**src/rtl/phase_sequencer_if.sv**
```systemverilog
// Handshake bundle between the datapath controller and phase_sequencer:
// run/step/halt/wait requests in, one-hot phase enables and status out.
interface phase_sequencer_if #(
  parameter int RETIRE_W = 32
);
  logic                run;
  logic                step;
  logic                halt_req;
  logic                mem_wait;
  logic [4:0]          phase_en;
  logic                pc_we;
  logic                busy;
  logic                halted;
  logic                step_ack;
  logic [RETIRE_W-1:0] retired;

  modport master (
    output run, step, halt_req, mem_wait,
    input  phase_en, pc_we, busy, halted, step_ack, retired
  );

  modport slave (
    input  run, step, halt_req, mem_wait,
    output phase_en, pc_we, busy, halted, step_ack, retired
  );
endinterface

```
**src/rtl/phase_sequencer.sv**
```systemverilog
// Five-phase (IF/ID/EX/MEM/WB) RV32I control sequencer with halt, memory wait and
// retire counting. Single-step support is built only when PHASE_SEQ_STEP_EN is defined.
module phase_sequencer #(
  parameter int RETIRE_W = 32
) (
  input logic               CLK,
  input logic               RST_N,
  phase_sequencer_if.slave  sq
);

  typedef enum logic [2:0] {
    S_IDLE = 3'd0,
    S_IF   = 3'd1,
    S_ID   = 3'd2,
    S_EX   = 3'd3,
    S_MEM  = 3'd4,
    S_WB   = 3'd5
  } state_t;

  state_t              state_q;
  state_t              state_d;
  logic                halt_flag_q;
  logic                halt_stop;
  logic                step_edge;
  logic                step_mode_q;
  logic                step_ack_q;
  logic [RETIRE_W-1:0] retired_q;
  logic                wb_to_idle;

  function automatic logic [4:0] phase_of(input state_t s);
    logic [4:0] p;
    p = 5'b00000;
    case (s)
      S_IF:    p = 5'b00001;
      S_ID:    p = 5'b00010;
      S_EX:    p = 5'b00100;
      S_MEM:   p = 5'b01000;
      S_WB:    p = 5'b10000;
      default: p = 5'b00000;
    endcase
    return p;
  endfunction

  // Counter wraps naturally from all-ones back to zero.
  function automatic logic [RETIRE_W-1:0] wrap_inc(input logic [RETIRE_W-1:0] v);
    return v + RETIRE_W'(1);
  endfunction

  // A halt requested during WB itself must still stop at this boundary.
  assign halt_stop  = halt_flag_q | sq.halt_req;
  assign wb_to_idle = (state_q == S_WB) && (state_d == S_IDLE);

  always_comb begin
    state_d = state_q;
    case (state_q)
      S_IDLE: if (sq.run || step_edge) state_d = S_IF;
      S_IF:   if (!sq.mem_wait) state_d = S_ID;
      S_ID:   state_d = S_EX;
      S_EX:   state_d = S_MEM;
      S_MEM:  if (!sq.mem_wait) state_d = S_WB;
      S_WB: begin
        if (sq.run && !halt_stop && !step_mode_q) state_d = S_IF;
        else                                       state_d = S_IDLE;
      end
      default: state_d = S_IDLE;
    endcase
  end

  always_ff @(posedge CLK or negedge RST_N) begin
    if (!RST_N) begin
      state_q     <= S_IDLE;
      halt_flag_q <= 1'b0;
      retired_q   <= '0;
    end else begin
      state_q <= state_d;
      if (state_d == S_IDLE)
        halt_flag_q <= 1'b0;
      else if ((state_q != S_IDLE) && sq.halt_req)
        halt_flag_q <= 1'b1;
      if (state_q == S_WB)
        retired_q <= wrap_inc(retired_q);
    end
  end

`ifdef PHASE_SEQ_STEP_EN
  logic step_q;

  assign step_edge = sq.step & ~step_q;

  // step_mode records why IDLE was left; run takes precedence and swallows the edge.
  always_ff @(posedge CLK or negedge RST_N) begin
    if (!RST_N) begin
      step_q      <= 1'b0;
      step_mode_q <= 1'b0;
      step_ack_q  <= 1'b0;
    end else begin
      step_q     <= sq.step;
      step_ack_q <= wb_to_idle & step_mode_q;
      if ((state_q == S_IDLE) && (state_d == S_IF))
        step_mode_q <= ~sq.run;
      else if (wb_to_idle)
        step_mode_q <= 1'b0;
    end
  end
`else
  logic unused_step;

  assign unused_step = sq.step;
  assign step_edge   = 1'b0;
  assign step_mode_q = 1'b0;
  assign step_ack_q  = 1'b0;
`endif

  // Moore outputs decoded from the state register only.
  always_comb begin
    sq.phase_en = phase_of(state_q);
    sq.pc_we    = (state_q == S_WB);
    sq.busy     = (state_q != S_IDLE);
    sq.halted   = (state_q == S_IDLE);
  end

  assign sq.step_ack = step_ack_q;
  assign sq.retired  = retired_q;

endmodule

```
**src/flat_wrapper.sv**
```systemverilog
// flat-port wrapper written by rule: the top's interface ports become plain ports
module phase_sequencer_flat 
#(
  parameter int RETIRE_W = 32
)
  (CLK, RST_N, sq_run, sq_step, sq_halt_req, sq_mem_wait, sq_phase_en, sq_pc_we, sq_busy, sq_halted, sq_step_ack, sq_retired);
  phase_sequencer_if #(.RETIRE_W(RETIRE_W)) sq_i ();
  input logic CLK;
  input logic RST_N;
  input wire logic [$bits(sq_i.run)-1:0] sq_run;
  input wire logic [$bits(sq_i.step)-1:0] sq_step;
  input wire logic [$bits(sq_i.halt_req)-1:0] sq_halt_req;
  input wire logic [$bits(sq_i.mem_wait)-1:0] sq_mem_wait;
  output wire logic [$bits(sq_i.phase_en)-1:0] sq_phase_en;
  output wire logic [$bits(sq_i.pc_we)-1:0] sq_pc_we;
  output wire logic [$bits(sq_i.busy)-1:0] sq_busy;
  output wire logic [$bits(sq_i.halted)-1:0] sq_halted;
  output wire logic [$bits(sq_i.step_ack)-1:0] sq_step_ack;
  output wire logic [$bits(sq_i.retired)-1:0] sq_retired;
  assign sq_i.run = sq_run;
  assign sq_i.step = sq_step;
  assign sq_i.halt_req = sq_halt_req;
  assign sq_i.mem_wait = sq_mem_wait;
  assign sq_phase_en = sq_i.phase_en;
  assign sq_pc_we = sq_i.pc_we;
  assign sq_busy = sq_i.busy;
  assign sq_halted = sq_i.halted;
  assign sq_step_ack = sq_i.step_ack;
  assign sq_retired = sq_i.retired;
  phase_sequencer #(.RETIRE_W(RETIRE_W)) u_core (.CLK(CLK), .RST_N(RST_N), .sq(sq_i));
endmodule
```
**config.mk**
```make
export PLATFORM = sky130hd
export DESIGN_NAME = phase_sequencer_flat
export DESIGN_NICKNAME = d
export VERILOG_FILES = /design/src/rtl/phase_sequencer_if.sv /design/src/rtl/phase_sequencer.sv /design/src/flat_wrapper.sv
export SDC_FILE = /design/constraint.sdc
export NUM_CORES = 1
export LEC_CHECK = 0
export BUFFER_PORTS_ARGS = -buffer_cell sky130_fd_sc_hd__buf_4
export CAP_MARGIN = 20
export CORE_MARGIN = 1
export CORE_UTILIZATION = 39
export DETAILED_ROUTE_END_ITERATION = 6
export PLACE_DENSITY_LB_ADDON = 0.08
export SYNTH_ARGS = -nofsm -noshare
export SYNTH_HDL_FRONTEND = slang
export SYNTH_SLANG_ARGS = --single-unit
export TNS_END_PERCENT = 1
```
**constraint.sdc**
```tcl
create_clock -name CLK -period 1.55 [get_ports CLK]
set_input_delay 0 -clock CLK [delete_from_list [all_inputs] [get_ports CLK]]
set_output_delay 0 -clock CLK [all_outputs]
set_load 0.1 [all_outputs]
```
==> impl_metrics.csv <==
group,metric,value,unit
floorplanning,ios,47,
drt,num_vias,1504,
global_route,grt_pass1_wl,6910,µm
min_path,hold_depth,3,
layout,synthToLayoutAreaGrowth,38.7,%
placement,port_buffers,44,
synthesis,syn-num-nets,186,
synthesis,netlist_area,0.00197,mm²
worst_setup_path,rr_endpoint,"u_core.sq.retired[17]",
floorplanning,initial_core_util,41.2,%
worst_setup_path,slowest_delay,0.36,ns
floorplanning,rows,25,
sta,max_freq,666,MHz
layout,mostFrequentLayoutCells,"buf_4 (55), dfrtp_2 (24), xor2_1 (22)",
worst_setup_path,r2r_setup_slack,0.05,ns
floorplanning,core,0.00479,mm²
status,outcome,"completed",
global_route,overflow,0,
worst_setup_path,path_max_fanout,8,
flow_run,drv_cap,0,
drt,drtIter0Drc,32,
cts,cts_tree,"built",
drt,ant_nets,0,
sta,fin_ws,0.0495,ns
cts,root_buffer,"clkbuf_8",
drt,avgRoutedWirePerCell,13.4,µm
worst_setup_path,startpoint_type,"flop",
global_route,first_global_vias,1506,
min_path,worstHoldStart,"sq_halt_req",
floorplanning,die_w,73.1,µm
worst_setup_path,reg2reg_depth,5,
cts,cts_sinks,36,
synthesis,yosysTopAreaCellShare,45.7,%
synthesis,synthCells,178,
sta,setup_violations,0,
global_route,grt_use_met1,21.6,%
synthesis,ys_async_sr_fraction,100,%
sta,hold_viol_final,0,
cts,clk_latency,0.28,ns
drt,viasPerCell,4.85,
layout,fill_cells,439,
drt,drc_errors,0,
worst_setup_path,cp_data_arrival_time,1.70,ns
synthesis,ys_types,36,
global_route,top_usage_layer,"met2",
drt,drt-total-wl,4140,µm
worst_setup_path,reg2reg_from,"u_core.sq.retired[9]",
cts,path_clk_slew,0.07,ns
synthesis,synth-seq-cells,36,
synthesis,synth_top_cell_by_area,"dfrtp_1",
sta,skew,0.00409,ns
cts,cts_setup_buffers,0,
sta,finalMaxSlewViolations,0,
sta,period_share,96.8,%
pwr,ir_drop,1590,µV
layout,drive_gt1_share,51.4,%
layout,fin_cells,310,
global_route,grt_antenna_before_repair,0,
global_route,track_usage,17.1,%
drt,dr.pass1.iters,4,
floorplanning,die_y,73.1,µm
synthesis,avgSynthCellArea,11.1,µm²
placement,dpl.hpwl,3060,µm
synthesis,synth_area_leaders,"dfrtp_1 (46%), xor2_1 (9.8%), nor4_4 (4.3%), xnor2_1 (4.0%), nand4_4 (3.2%)",
placement,place_ws,0.0182,ns
worst_setup_path,crit_required,1.75,ns
worst_setup_path,setup.worst_path.end_class,"flop",
worst_setup_path,crit_chain,"and4_1 -> nand3_1 -> buf_4 -> nor3_1 -> xor2_1",
cts,numCtsBuffers,5,
worst_setup_path,crit_type,"reg -> reg",
cts,cts.path.max_buffers,2,
worst_setup_path,crit_family,"simple AND/OR/NAND/NOR gates",
layout,layout_commonest_cell,"buf_4",
synthesis,ys_seq_area_share,45.7,%
global_route,grt_start_max_net_pins,37,
sta,rsz0062_at_grt,"yes",
worst_setup_path,critPathSlowestCell,"dfrtp_2",
pwr,power_density,1220,mW/mm²
placement,place_congestion,0.790,
layout,antennaDiodeCount,0,
synthesis,yosys_warnings,0,
worst_setup_path,worst-path-buf-inv,1,
global_route,use_met3,4.14,%
global_route,grt.met2_usage,28.7,%
min_path,min_path_type,"in -> reg",
sta,min_period,1.50,ns
min_path,holdPathEnd,"u_core.halt_flag_q",
placement,placed_cells,301,
floorplanning,die-area,0.00534,mm²
synthesis,synth-edff-count,0,
layout,final_nets,250,
cts,htree_levels,2,
synthesis,synth_ff_type,"dfrtp_1",
pwr,p_leak,1.40,nW
==> report_power, final <==
part / internal [W] / switching [W]
Sequential: 0.00103 / 0.0000652
Clock: 0.000362 / 0.000311
Combinational: 0.000448 / 0.00113
==> layout make-up <==
| class | count | area, µm² | area share (%) |
|---|---|---|---|
| clock buffers | 8 | 90.1 | 3.30 |
| flip-flops and latches | 36 | 931 | 34.1 |
| well taps | 67 | 83.8 | 3.07 |
| multi-input cells | 125 | 1020 | 37.3 |
| repair buffers | 65 | 572 | 20.9 |
| inverters | 9 | 37.5 | 1.37 |
==> cell usage after synthesis (all sizes together), types with 2 or more instances <==
cell	instances
a21oi	6
and4	3
nor2	13
ha	2
and3	6
and2	3
nand4	3
nand2	16
and3b	2
clkbuf	2
xnor2	9
nor3	11
buf	6
xor2	22
dfrtp	36
nor4	9
nand3	10
inv	9
==> registers in the layout, indices dropped and copies added (netlist names) <==
signal and flops:
u_core.state_q 3, u_core.sq.retired 32, u_core.halt_flag_q 1
==> timing repair <==
item / in CTS / in global routing
pin swaps: 0 / 3
hold buffers: 1 / 0
resized for setup: 9 / 17
endpoints found under the setup margin: 6 / 16
hold endpoints to repair: 36 / 0
==> worst min-delay path: stages <==
cell and delay (ns):
buf_4 0.11, a21oi_1 0.12, a311oi_1 0.06
==> worst max-delay path by stage <==
stage | from | to | cells past startpoint
floorplan | u_core.state_q[1] | sq_phase_en[1] | 4
finish | u_core.sq.retired[9] | u_core.sq.retired[17] | 5
detailed placement | u_core.state_q[1] | u_core.sq.retired[31] | 5
CTS | u_core.state_q[1] | sq_phase_en[2] | 5
global placement | u_core.state_q[1] | u_core.sq.retired[31] | 5
global route | u_core.sq.retired[17] | u_core.sq.retired[24] | 4
==> cells by family (layout without fill, tap and decap cells) <==
logic type,count (synthesis),in the layout,synth area share [%]
buf+inv,17,82,5.14
mux,1,1,0.571
other cells,1,1,0.190
fa+ha+maj,2,2,1.27
compound gates,10,10,3.11
simple gates,80,80,30.2
xor+xnor,31,31,13.8
flops,36,36,45.7
==> per-layer routing <==
metal | routed length (µm) | up-vias
li1 | - | 728
met1 | 1860 | 734
met2 | 2050 | 36
met3 | 170 | 6
met4 | 61 | 0
met5 | 0 | -
==> through the flow <==
stage / power, W / cell area, µm² / TNS [ns] / util, % / hold slack [ns]
2_1_floorplan: 0.00223 / 2010 / -10.30 / - / -0.296
3_3_place_gp: 0.00248 / 2530 / 0 / 52.8 / -0.0183
3_5_place_dp: 0.00251 / 2530 / 0 / 52.8 / -0.0126
4_1_cts: 0.00328 / 2660 / -0.0279 / 55.6 / 0.0491
5_1_grt: 0.00350 / 2730 / -0.343 / 57.1 / 0.0473
6_report: 0.00334 / 2730 / 0 / 57.1 / 0.0506
Power figures use the tool's default switching activity.
